## config.mk

```make
export PLATFORM = sky130hd
export DESIGN_NAME = ad9500_ctrl
export DESIGN_NICKNAME = d
export VERILOG_FILES = /design/src/rtl/ad9500_pkg.sv /design/src/rtl/ad9500_qsync.sv /design/src/rtl/ad9500_ctrl.sv
export SDC_FILE = /design/constraint.sdc
export NUM_CORES = 1
export LEC_CHECK = 0
export CELL_PAD_IN_SITES_DETAIL_PLACEMENT = 0
export CELL_PAD_IN_SITES_GLOBAL_PLACEMENT = 1
export CORE_ASPECT_RATIO = 1.1
export CORE_MARGIN = 4
export CORE_UTILIZATION = 45
export CTS_CLUSTER_SIZE = 14
export DETAILED_ROUTE_END_ITERATION = 10
export PLACE_DENSITY_LB_ADDON = 0.08
export SYNTH_ARGS = -nofsm -noshare
export SYNTH_HDL_FRONTEND = slang
export SYNTH_SLANG_ARGS = --single-unit
```

## constraint.sdc

```tcl
create_clock -name CLK -period 5.4 [get_ports CLK]
set_clock_uncertainty 0.05 [all_clocks]
set_input_delay 1.08 -clock CLK [delete_from_list [all_inputs] [get_ports CLK]]
set_output_delay 1.08 -clock CLK [all_outputs]
set_load 0.01 [all_outputs]
```

## src/rtl/ad9500_pkg.sv

```systemverilog
// rtl/ad9500_pkg.sv - shared types and default constants for the AD9500 delay-chip controller
package ad9500_pkg;

  // Controller sequence: load a code (SETUP/LATCH), sit ARMED, then fire/measure/clear.
  typedef enum logic [2:0] {
    IDLE  = 3'd0,
    SETUP = 3'd1,
    LATCH = 3'd2,
    ARMED = 3'd3,
    FIRE  = 3'd4,
    WAIT  = 3'd5,
    RST   = 3'd6,
    DONE  = 3'd7
  } state_t;

  localparam int SETUP_CYC_DEF   = 2;
  localparam int LE_CYC_DEF      = 2;
  localparam int TRIG_CYC_DEF    = 2;
  localparam int RST_CYC_DEF     = 3;
  localparam int TIMEOUT_CYC_DEF = 255;
  localparam int MEAS_W_DEF      = 12;

  // Measured TRIG-to-Q delay at the default counter width.
  typedef logic [MEAS_W_DEF-1:0] meas_t;

  // Width of the per-state phase timer; all phase lengths fit comfortably.
  localparam int TMR_W = 8;

endpackage

```

## src/rtl/ad9500_qsync.sv

```systemverilog
// rtl/ad9500_qsync.sv - two-flop synchronizer and rising-edge detector for the chip Q pin
module ad9500_qsync (
  input  logic clk,
  input  logic rst,
  input  logic d,
  output logic rise
);

  logic s1_q, s1_d;
  logic s2_q, s2_d;
  logic prev_q, prev_d;

  // Shift the asynchronous pin through two stages, then keep one more sample for edge compare.
  always_comb begin
    s1_d   = d;
    s2_d   = s1_q;
    prev_d = s2_q;
  end

  // Synchronizer and edge registers; reset clears every stage so no false edge follows reset.
  always_ff @(posedge clk or posedge rst) begin
    if (rst) begin
      s1_q   <= 1'b0;
      s2_q   <= 1'b0;
      prev_q <= 1'b0;
    end else begin
      s1_q   <= s1_d;
      s2_q   <= s2_d;
      prev_q <= prev_d;
    end
  end

  assign rise = s2_q & ~prev_q;

endmodule

```

## src/rtl/ad9500_ctrl.sv

```systemverilog
// rtl/ad9500_ctrl.sv - sequencer that loads, fires, times and clears one AD9500 delay chip
module ad9500_ctrl
  import ad9500_pkg::*;
#(
  parameter int SETUP_CYC   = SETUP_CYC_DEF,
  parameter int LE_CYC      = LE_CYC_DEF,
  parameter int TRIG_CYC    = TRIG_CYC_DEF,
  parameter int RST_CYC     = RST_CYC_DEF,
  parameter int TIMEOUT_CYC = TIMEOUT_CYC_DEF,
  parameter int MEAS_W      = MEAS_W_DEF
) (
  input  logic              CLK,
  input  logic              RESET,
  input  logic              cfg_valid,
  input  logic [7:0]        cfg_code,
  output logic              cfg_ready,
  input  logic              fire_req,
  output logic              fire_drop,
  output logic              armed,
  output logic              busy,
  output logic              done,
  output logic [MEAS_W-1:0] meas,
  output logic              timeout,
  output logic [7:0]        dly_d,
  output logic              dly_le,
  output logic              dly_trig,
  output logic              dly_reset,
  input  logic              dly_q
);

  localparam logic [TMR_W-1:0]  SETUP_LAST = TMR_W'(SETUP_CYC - 1);
  localparam logic [TMR_W-1:0]  LE_LAST    = TMR_W'(LE_CYC - 1);
  localparam logic [TMR_W-1:0]  TRIG_LAST  = TMR_W'(TRIG_CYC - 1);
  localparam logic [TMR_W-1:0]  RST_LAST   = TMR_W'(RST_CYC - 1);
  localparam logic [MEAS_W-1:0] TMO_CNT    = MEAS_W'(TIMEOUT_CYC);

  state_t             state_q, state_d;
  logic [TMR_W-1:0]   tmr_q, tmr_d;
  logic [MEAS_W-1:0]  cnt_q, cnt_d;
  logic               to_hit_q, to_hit_d;
  logic [7:0]         code_q, code_d;
  logic               le_q, le_d;
  logic               trig_q, trig_d;
  logic               crst_q, crst_d;
  logic               armed_q, armed_d;
  logic               busy_q, busy_d;
  logic               done_q, done_d;
  logic [MEAS_W-1:0]  meas_q, meas_d;
  logic               timeout_q, timeout_d;

  logic q_rise;
  logic cfg_take;

  ad9500_qsync u_qsync (
    .clk  (CLK),
    .rst  (RESET),
    .d    (dly_q),
    .rise (q_rise)
  );

  // A fire request in ARMED takes priority, so the load offer is refused that cycle.
  assign cfg_ready = (state_q == IDLE) | ((state_q == ARMED) & ~fire_req);
  assign cfg_take  = cfg_valid & cfg_ready;
  assign fire_drop = fire_req & (state_q != ARMED);

  // Next-state, phase timer, delay counter and the registered-output values derived from state_d.
  always_comb begin
    state_d  = state_q;
    tmr_d    = tmr_q;
    cnt_d    = cnt_q;
    to_hit_d = to_hit_q;
    code_d   = code_q;

    case (state_q)
      IDLE: begin
        if (cfg_take) begin
          state_d = SETUP;
          tmr_d   = '0;
          code_d  = cfg_code;
        end
      end
      SETUP: begin
        if (tmr_q == SETUP_LAST) begin
          state_d = LATCH;
          tmr_d   = '0;
        end else begin
          tmr_d = tmr_q + 1'b1;
        end
      end
      LATCH: begin
        if (tmr_q == LE_LAST) begin
          state_d = ARMED;
          tmr_d   = '0;
        end else begin
          tmr_d = tmr_q + 1'b1;
        end
      end
      ARMED: begin
        if (fire_req) begin
          state_d = FIRE;
          tmr_d   = '0;
          cnt_d   = '0;
        end else if (cfg_take) begin
          state_d = SETUP;
          tmr_d   = '0;
          code_d  = cfg_code;
        end
      end
      FIRE, WAIT: begin
        if (q_rise) begin
          state_d  = RST;
          tmr_d    = '0;
          to_hit_d = 1'b0;
        end else if (cnt_q == TMO_CNT) begin
          state_d  = RST;
          tmr_d    = '0;
          to_hit_d = 1'b1;
        end else begin
          cnt_d = (cnt_q == '1) ? cnt_q : cnt_q + 1'b1;
          if (state_q == FIRE) begin
            if (tmr_q == TRIG_LAST) begin
              state_d = WAIT;
              tmr_d   = '0;
            end else begin
              tmr_d = tmr_q + 1'b1;
            end
          end
        end
      end
      RST: begin
        if (tmr_q == RST_LAST) begin
          state_d = DONE;
          tmr_d   = '0;
        end else begin
          tmr_d = tmr_q + 1'b1;
        end
      end
      DONE: begin
        state_d = ARMED;
      end
      default: begin
        state_d = IDLE;
      end
    endcase

    le_d      = (state_d == LATCH);
    trig_d    = (state_d == FIRE);
    crst_d    = (state_d == RST);
    armed_d   = (state_d == ARMED);
    busy_d    = (state_d != IDLE) && (state_d != ARMED);
    done_d    = (state_d == DONE);
    meas_d    = (state_d == DONE) ? cnt_q : meas_q;
    timeout_d = (state_d == DONE) ? to_hit_q : timeout_q;
  end

  // State and output registers; reset drops the chip strobes immediately, even mid-cycle.
  always_ff @(posedge CLK or posedge RESET) begin
    if (RESET) begin
      state_q   <= IDLE;
      tmr_q     <= '0;
      cnt_q     <= '0;
      to_hit_q  <= 1'b0;
      code_q    <= '0;
      le_q      <= 1'b0;
      trig_q    <= 1'b0;
      crst_q    <= 1'b0;
      armed_q   <= 1'b0;
      busy_q    <= 1'b0;
      done_q    <= 1'b0;
      meas_q    <= '0;
      timeout_q <= 1'b0;
    end else begin
      state_q   <= state_d;
      tmr_q     <= tmr_d;
      cnt_q     <= cnt_d;
      to_hit_q  <= to_hit_d;
      code_q    <= code_d;
      le_q      <= le_d;
      trig_q    <= trig_d;
      crst_q    <= crst_d;
      armed_q   <= armed_d;
      busy_q    <= busy_d;
      done_q    <= done_d;
      meas_q    <= meas_d;
      timeout_q <= timeout_d;
    end
  end

  assign dly_d     = code_q;
  assign dly_le    = le_q;
  assign dly_trig  = trig_q;
  assign dly_reset = crst_q;
  assign armed     = armed_q;
  assign busy      = busy_q;
  assign done      = done_q;
  assign meas      = meas_q;
  assign timeout   = timeout_q;

endmodule
```

==> metrics.txt, run 1 <==
pin count of the biggest net entering global routing 55; most frequent cells in the layout dfrtp_1, clkdlybuf4s50_1, nor2_1, mux2_2, nand2_1; ratio of final minimum period to clock period 65.76%; yosys warns 0; final wirelength 4.670 mm; WP data arrival 2420 ps; number of synthesized register bits 54; vias in the first global route 1768; crit path time final 3551 ps; Crit-path slowest cell clkdlybuf4s50_1; unrepaired setup endpoints after global routing false; Slew Viols, Final 0; CP required 4270 ps; CTS H-tree lvls 2; Final Hold Vio Count 0; Die X 79.35 µm; die area 6863 µm²; Setup crit end kind primary output; slew margin rel. 49.94%; Post-CTS Repair Setup Buffers 0; Initial Util 46.71%; fmax 0.2816 GHz; total CTS buffers 5; DP HPWL 3.320 mm; cts repair resizes 0; first-pass GRT wire length 8.314 mm; Area growth, synth to finish 22.29%; worst vdd ir 0.1316 mV; slew of the pin with the lowest slew margin 745.2 ps; Syn Area/Cell 11.15 µm²; Root Driver clkbuf_8; Synth cell types 42; Worst-Skew Late Latency 300 ps; Post-Syn Nets 243; Finished Layout Cells 342; DRC Markers 0; Worst-path clk slew 90 ps; PwrDens 212.7 nW/µm²; number of fill cells 488; Leak 0.001363 µW; Total GRT Usage 15.30%; Die Ht 86.49 µm; CP Launch Type input port; gpl congestion 0.7763; clock sink count 54; routed len/inst 13.65 µm; clk buf depth 2; final setup fails 0; Top Ports 42; Mapped Area 2520 µm²; total negative slack 0 ps; multi-input gate area in the final layout 1117 µm²; cell row count 28; critical path, cell by cell clkdlybuf4s50_1 -> nor2_1 -> nor2_1 -> nor2_1 -> clkdlybuf4s50_1; Vias 1767; hold crit path type flop to flop; dpl cells 336; Initial DRC Count 49; Post-Syn Instances 226; Worst Path Max Fanout 6; ANT nets after route 0; most common cell after layout, fill and taps aside dfrtp_1; antenna violations before repair 0; CORE AREA 5395 µm²; post-cts hold buffer count 0; critical path class input port to primary output; Antenna diodes 0; drt first pass iters 4; slowest stage delay, CP 560 ps; sequential area share after synthesis 53.62%; total gr overflow 0; status finished clean; max cap viols 0; Critical Path Most Common Cell nor2_1; Nets 285; CTS tree done; vias per cell 5.167; Port-buffer cells 41; share of layout cells above drive strength 1 13.11%; storage element area 1351 µm²
==> cells by family (layout without fill, tap and decap cells) <==
family / after synthesis / after routing / synth area share (%)
and+or+nand+nor: 90 / 90 / 19.51
DFF: 54 / 54 / 53.62
AOI/OAI and AO/OA: 35 / 35 / 9.980
muxes: 22 / 22 / 9.732
buffers and inverters: 12 / 53 / 2.036
xor gates and xnor gates: 9 / 9 / 3.128
adders and majority gates: 4 / 4 / 1.986
==> flip-flops by register name, indices dropped and copies added, names as in the netlist <==
register        cells
meas               12
cnt_q              12
dly_le              1
dly_trig            1
state_q             3
busy                1
dly_reset           1
timeout             1
u_qsync.prev_d      1
to_hit_q            1
done                1
u_qsync.prev_q      1
armed               1
dly_d               8
tmr_q               8
u_qsync.s1_q        1
==> metal layers <==
metal,GRT usage [%],wire (µm),up-vias
li1,-,-,877
met2,25.11,2308,27
met3,4.158,205,6
met1,19.58,2088,857
met4,5.156,68,0
met5,0,0,-
==> through the flow <==
step	area (µm²)	power [µW]	setup slack (ps)	util, %	hold slack, ps
5_1_grt	3082	688.0	1698	57.12	342.3
3_3_place_gp	2999	445.2	1849	55.59	286.6
2_1_floorplan	2520	427.1	2890	-	281.2
4_1_cts	3082	669.1	1833	57.12	326.0
6_report	3082	655.3	1849	57.12	316.2
3_5_place_dp	2999	445.5	1833	55.59	297.6
==> cell type report <==
class | count | area share [%]
clock buffer | 6 | 2.680
inverter | 5 | 0.6090
multi-input combinational | 160 | 36.26
sequential | 54 | 43.85
tap | 75 | 3.045
timing repair buffer | 42 | 13.56
==> final timing paths <==
| kind | slack (ps) | from | cells after the start | end |
|---|---|---|---|---|
| worst min-delay path | 320 | u_qsync.s1_q | 0 | u_qsync.prev_d |
| worst max-delay path | 1850 | fire_req | 5 | cfg_ready |
| worst max register to register | 2910 | tmr_q[2] | 4 | meas[10] |
| max in group asynchronous | 3640 | RESET | 3 | tmr_q[1] |
| min in group asynchronous | 1220 | RESET | 3 | meas[10] |
| worst min register to register | 320 | u_qsync.s1_q | 0 | u_qsync.prev_d |
==> where the power goes <==
part / switching (µW) / total (µW) / leakage (µW) / internal, µW
clock network: 120 / 219 / 0.0000431 / 99.2
logic: 12.9 / 27.6 / 0.000607 / 14.7
registers: 1.40 / 409 / 0.000713 / 407
total: 134 / 655 / 0.00136 / 521
==> worst max-delay path: cells and delay by family <==
kind                   cells  cell delay, ps
buffers and inverters      2            1050
AND/OR/NAND/NOR            3             290
==> cells in the mapped netlist <==
| library cell | instances | share of area (%) |
|---|---|---|
| nor2b_1 | 7 | 1.7 |
| inv_1 | 5 | 0.74 |
| o221a_2 | 1 | 0.45 |
| and3_1 | 6 | 1.5 |
| nand3_1 | 6 | 1.2 |
| nor3_1 | 4 | 0.79 |
| o2bb2ai_1 | 1 | 0.35 |
| o21a_1 | 2 | 0.60 |
| a211o_1 | 1 | 0.35 |
| nor2_1 | 23 | 3.4 |
| and2_1 | 3 | 0.74 |
| a21o_1 | 6 | 1.8 |
| o21ba_2 | 1 | 0.40 |
| or3_1 | 2 | 0.50 |
| nand4_1 | 5 | 1.2 |
| nor4b_1 | 1 | 0.35 |
| a211oi_4 | 1 | 0.79 |
| o31ai_1 | 1 | 0.30 |
| nor4_1 | 4 | 0.99 |
| or4_4 | 2 | 0.89 |
| dfrtp_1 | 54 | 54 |
| o21bai_1 | 1 | 0.30 |
| a311oi_1 | 1 | 0.35 |
| a21oi_2 | 1 | 0.35 |
| a41oi_1 | 1 | 0.35 |
| buf_2 | 2 | 0.40 |
| and4b_1 | 1 | 0.40 |
| nor3b_1 | 6 | 1.8 |
| mux2i_1 | 2 | 0.79 |
| a211oi_1 | 2 | 0.60 |
| ha_1 | 4 | 2.0 |
| a21oi_1 | 3 | 0.60 |
| nor4b_4 | 1 | 0.94 |
| clkbuf_1 | 4 | 0.60 |
| mux2_2 | 20 | 8.9 |
| xor2_1 | 8 | 2.8 |
| o22ai_1 | 1 | 0.25 |
| xnor2_1 | 1 | 0.35 |
| nand2_1 | 17 | 2.5 |
| buf_4 | 1 | 0.30 |
| o21ai_0 | 11 | 2.2 |
| nand2b_1 | 2 | 0.50 |
Power figures use the tool's default switching activity.
==> inputs of run 2 (changes only) <==
CORE_UTILIZATION = 41   (was 45)
clock period = 3.65 ns   (was 5.4 ns; I/O delays follow)
==> run 2 against run 1 <==
Combinational power rose by 48%; cell area rose by 1.1%; flip-flop and latch count did not move; sequential share of layout area fell by 0.48 points; non-clock buffer count rose by 1; utilization fell by 4.1 points; sequential power rose by 48%.
==> metrics.txt, run 2 (synthesis gave the netlist of run 1 again) <==
cell row count 29 (was 28); Worst Path Max Fanout 6 (unchanged); Final Hold Vio Count 0 (unchanged); Critical Path Most Common Cell nor2_1 (unchanged); ANT nets after route 0 (unchanged); CP required 2870 ps (was 4270 ps); Worst Slack Setup Final 810.1 ps (was 1849 ps); Nets 286 (was 285); pin count of the biggest net entering global routing 55 (unchanged); switching power 204.5 µW (was 134.1 µW); Area growth, synth to finish 23.63% (was 22.29%); fmax 0.3521 GHz; CTS H-tree lvls 2 (unchanged); Worst-Skew Late Latency 300 ps (about the same); Root Driver clkbuf_8 (unchanged); switching part of the total power 19.77% (was 20.46%); slew of the pin with the lowest slew margin 720.6 ps (was 745.2 ps); total negative slack 0 ps (unchanged); total power draw 1034 µW (was 655.3 µW); Post-CTS Repair Setup Buffers 0 (unchanged); CP Launch Type input port (unchanged); CTS tree done (unchanged); Vias 1765 (was 1767); share of layout cells above drive strength 1 13.33% (was 13.11%); PwrDens 332.0 nW/µm² (was 212.7 nW/µm²); Gate power share 4.0% (was 4.2%); gpl congestion 0.7947 (was 0.7763); final wirelength 4.771 mm (was 4.670 mm); sequential share of power 58.5% (was 62.4%); WP data arrival 2060 ps (was 2420 ps); pre-CTS setup slack 708.4 ps (was 1833 ps); most frequent cells in the layout dfrtp_1, clkdlybuf4s50_1, nor2_1, mux2_2, nand2_1 (unchanged); crit path time final 2840 ps; ratio of final minimum period to clock period 77.81%; total CTS buffers 5 (unchanged); number of fill cells 550 (was 488); first-pass GRT wire length 8.611 mm (was 8.314 mm); critical path, cell by cell clkdlybuf4s50_1 -> nor2_1 -> nor2_1 -> nor2_1 -> clkdlybuf4s50_1 (unchanged); internal power 829.8 µW (was 521.2 µW); r2r setup slk 1150 ps (was 2910 ps); Initial DRC Count 84 (was 49); multi-input gate area in the final layout 1117 µm² (unchanged); Top Ports 42 (unchanged); hold crit path type flop to flop (unchanged); Initial Util 42.87% (was 46.71%); status finished clean (unchanged); antenna violations before repair 0 (unchanged); Antenna diodes 0 (unchanged); Setup crit end kind primary output (unchanged); clock group share of total power 37.6% (was 33.4%); final setup fails 0 (unchanged); die area 7466 µm² (was 6863 µm²); Slew Viols, Final 0 (unchanged); post-cts hold buffer count 0 (unchanged); total gr overflow 0 (unchanged); vias in the first global route 1823 (was 1768); slew margin rel. 51.59% (was 49.94%); critical path class input port to primary output (unchanged); Crit-path slowest cell clkdlybuf4s50_1 (unchanged); Worst-path clk slew 90 ps (about the same); CORE AREA 5878 µm² (was 5395 µm²); Total GRT Usage 14.65% (was 15.30%); Port-buffer cells 41 (unchanged); cts repair resizes 0 (unchanged); worst vdd ir 0.1586 mV (was 0.1316 mV); DRC Markers 0 (unchanged); vias per cell 5.086 (was 5.167); max cap viols 0 (unchanged); most common cell after layout, fill and taps aside dfrtp_1 (unchanged); Die X 82.75 µm (was 79.35 µm); DP HPWL 3.433 mm (was 3.320 mm); post-route design area 3115 µm² (was 3082 µm²); Die Ht 90.23 µm (was 86.49 µm); unrepaired setup endpoints after global routing false (unchanged); Cell Area, Placed 3009 µm² (was 2999 µm²); slowest stage delay, CP 550 ps (was 560 ps); routed len/inst 13.75 µm (was 13.65 µm); clk buf depth 2 (unchanged); Leak 0.001377 µW (was 0.001363 µW); storage element area 1351 µm² (unchanged); clock sink count 54 (unchanged); drt first pass iters 5 (was 4)
[run 2: cell types whose count changed in the layout (fill, tap and decap cells not counted)]
| cell | change |
|---|---|
| clkbuf_1 | +2 |
| bufinv_16 | +1 |
| buf_4 | +1 |
| clkbuf_8 | -1 |
[run 2: power by group through the flow]
stage	clock, µW	sequential [µW]	combinational [µW]
final	389	605	40.9
after global routing	439	606	45.6
after CTS	405	605	42.5
after detailed placement	0	617	42.3
after global placement	0	617	42.7
after floorplan	0	618	13.7
[run 2: through the flow]
step	utilization, %	hold WS, ps	cells
floorplan	-	281.2	226
global placement	51.19	288.9	339
detailed placement	51.19	295.5	339
CTS	53.00	317.6	347
global route	53.00	324.3	347
finish	53.00	311.7	347
[run 2: per-layer routing]
layer / track usage (%) / share of wire (%)
met5: 0 / 0
met4: 3.678 / 1.2
met3: 4.000 / 3.6
met2: 24.06 / 49
met1: 18.85 / 46
[run 2: final timing paths]
kind                              startpoint  cells after the start        endpoint
worst min register to register  u_qsync.s1_q                      0  u_qsync.prev_d
worst min-delay path            u_qsync.s1_q                      0  u_qsync.prev_d
min in group asynchronous              RESET                      3        dly_d[1]
max in group asynchronous              RESET                      3        to_hit_q
worst max-delay path                fire_req                      5       cfg_ready
worst max register to register      tmr_q[2]                      4         meas[9]
[run 2: final cells by class]
cell class	count	share of cell area (%)
inverter	5	0.6024
timing repair buffer	43	13.65
clock inverter	1	0.9639
sequential	54	43.37
clock buffer	7	2.450
multi-input combinational	160	35.86
tap	77	3.092
[run 2: worst max-delay path, delay by kind of cell]
family	cells	cell delay [ps]
buffers and inverters	2	1030
and+or+nand+nor	3	300
==> inputs of run 3 (changes only) <==
clock period = 2.7 ns   (was 3.65 ns; I/O delays follow)
==> run 3 against run 2 <==
Non-clock buffer count rose by 5; sequential power grew 35%; die area unchanged; utilization up 0.68 points; hold slack got worse by 7.8 ps; clock power rose by 17%; count of clock-buffer cells in the layout unchanged; wire length rose by 4.0%; critical endpoint unchanged; largest cell class unchanged; largest power group unchanged; highest routed layer unchanged.
==> metrics.txt, run 3 (synthesis gave the netlist of run 1 again) <==
slew of the pin with the lowest slew margin 794.4 ps (was 720.6 ps); slew margin rel. 46.63% (was 51.59%); Initial Util 42.87% (unchanged); Final Hold Vio Count 0 (unchanged); CP required 2110 ps (was 2870 ps); number of fill cells 549 (was 550); hold crit path type flop to flop (unchanged); Area growth, synth to finish 25.22% (was 23.63%); DRC Markers 0 (unchanged); routed len/inst 14.10 µm (was 13.75 µm); dpl cells 344 (was 339); Post-CTS Repair Setup Buffers 0 (unchanged); pre-CTS setup slack 199.2 ps (was 708.4 ps); Die X 82.75 µm (unchanged); post-route design area 3156 µm² (was 3115 µm²); most common cell after layout, fill and taps aside dfrtp_1 (unchanged); PwrDens 422.1 nW/µm² (was 332.0 nW/µm²); cell row count 29 (unchanged); Top Ports 42 (unchanged); Worst Path Max Fanout 14 (was 6); share of layout cells above drive strength 1 15.64% (was 13.33%); max cap viols 0 (unchanged); ratio of final minimum period to clock period 94.33%; Vias 1808 (was 1765); DP HPWL 3.625 mm (was 3.433 mm); vias per cell 5.136 (was 5.086); Leak 0.001405 µW (was 0.001377 µW); CP Launch Type flop (was input port); status finished clean (unchanged); gpl congestion 0.7464 (was 0.7947); WP data arrival 1960 ps (was 2060 ps); CORE AREA 5878 µm² (unchanged); Antenna diodes 0 (unchanged); Slew Viols, Final 0 (unchanged); Root Driver clkbuf_8 (unchanged); final wirelength 4.963 mm (was 4.771 mm); ANT nets after route 0 (unchanged); CTS H-tree lvls 2 (unchanged); Total GRT Usage 14.73% (was 14.65%); pin count of the biggest net entering global routing 35 (was 55); total CTS buffers 5 (unchanged); total gr overflow 0 (unchanged); Initial DRC Count 48 (was 84); final setup fails 0 (unchanged); drt first pass iters 4 (was 5); die area 7466 µm² (unchanged); critical path class flop to primary output (was input port to primary output); most frequent cells in the layout dfrtp_1, clkdlybuf4s50_1, nor2_1, mux2_2, nand2_1 (unchanged); CTS tree done (unchanged); Worst Slack Setup Final 153.2 ps (was 810.1 ps); cts repair resizes 0 (unchanged); Worst-Skew Late Latency 300 ps (about the same); first-pass GRT wire length 8.625 mm (was 8.611 mm); Finished Layout Cells 352 (was 347); Setup crit end kind primary output (unchanged); clk buf depth 2 (unchanged); post-cts hold buffer count 0 (unchanged); total negative slack 0 ps (unchanged); crit path time final 2547 ps; Die Ht 90.23 µm (unchanged); worst vdd ir 0.2269 mV (was 0.1586 mV); Port-buffer cells 41 (unchanged); Worst-path clk slew 90 ps (about the same); fmax 0.3926 GHz; antenna violations before repair 0 (unchanged); vias in the first global route 1797 (was 1823); Nets 291 (was 286); unrepaired setup endpoints after global routing false (unchanged); clock sink count 54 (unchanged); Cell Area, Placed 3059 µm² (was 3009 µm²)
==> run 3: area by class of cell <==
class                   count  area (µm²)  area share (%)
clock buffers               7       86.33           2.736
well taps                  77       96.34           3.053
multi-input cells         160        1122           35.57
clock inverters             1       5.005          0.1586
inverters                   5       18.77          0.5948
flip-flops and latches     54        1351           42.82
repair buffers             48       475.5           15.07
==> run 3: layer usage <==
layer,routed length (µm),vias to the layer above,GRT usage [%]
met2,2508,23,24.33
li1,-,902,-
met5,0,-,0
met3,162,6,3.900
met1,2221,877,18.51
met4,70,0,4.496
==> run 3: power by group <==
group          internal [µW]  switching (µW)  leakage, µW
Combinational           31.3            26.5     0.000643
Sequential               815            2.74     0.000713
Clock                    207             249    0.0000482
==> run 3: per-stage QoR <==
stage / hold WS, ps / util, % / power (µW)
5_1_grt: 324.4 / 53.68 / 1399
4_1_cts: 307.0 / 53.60 / 1358
3_3_place_gp: 282.7 / 52.04 / 893.8
3_5_place_dp: 286.3 / 52.04 / 894.0
2_1_floorplan: 281.2 / - / 854.3
6_report: 303.9 / 53.68 / 1332
==> run 3: final timing paths <==
check                                  start        endpoint  slack, ps  cells after the start
worst max-delay path              state_q[0]       cfg_ready        150                      5
worst min-delay path            u_qsync.s1_q  u_qsync.prev_d        300                      0
worst max register to register      cnt_q[0]            busy        300                      7
worst min register to register  u_qsync.s1_q  u_qsync.prev_d        300                      0
max in group asynchronous              RESET      state_q[2]       1580                      3
min in group asynchronous              RESET        cnt_q[6]        500                      2
==> run 3: critical path: stages, from the launching register on <==
cell,delay (ps)
dfrtp_1,630
nand2_1,190
nor2_1,120
nor2_1,50
nor2_1,110
clkdlybuf4s50_1,550
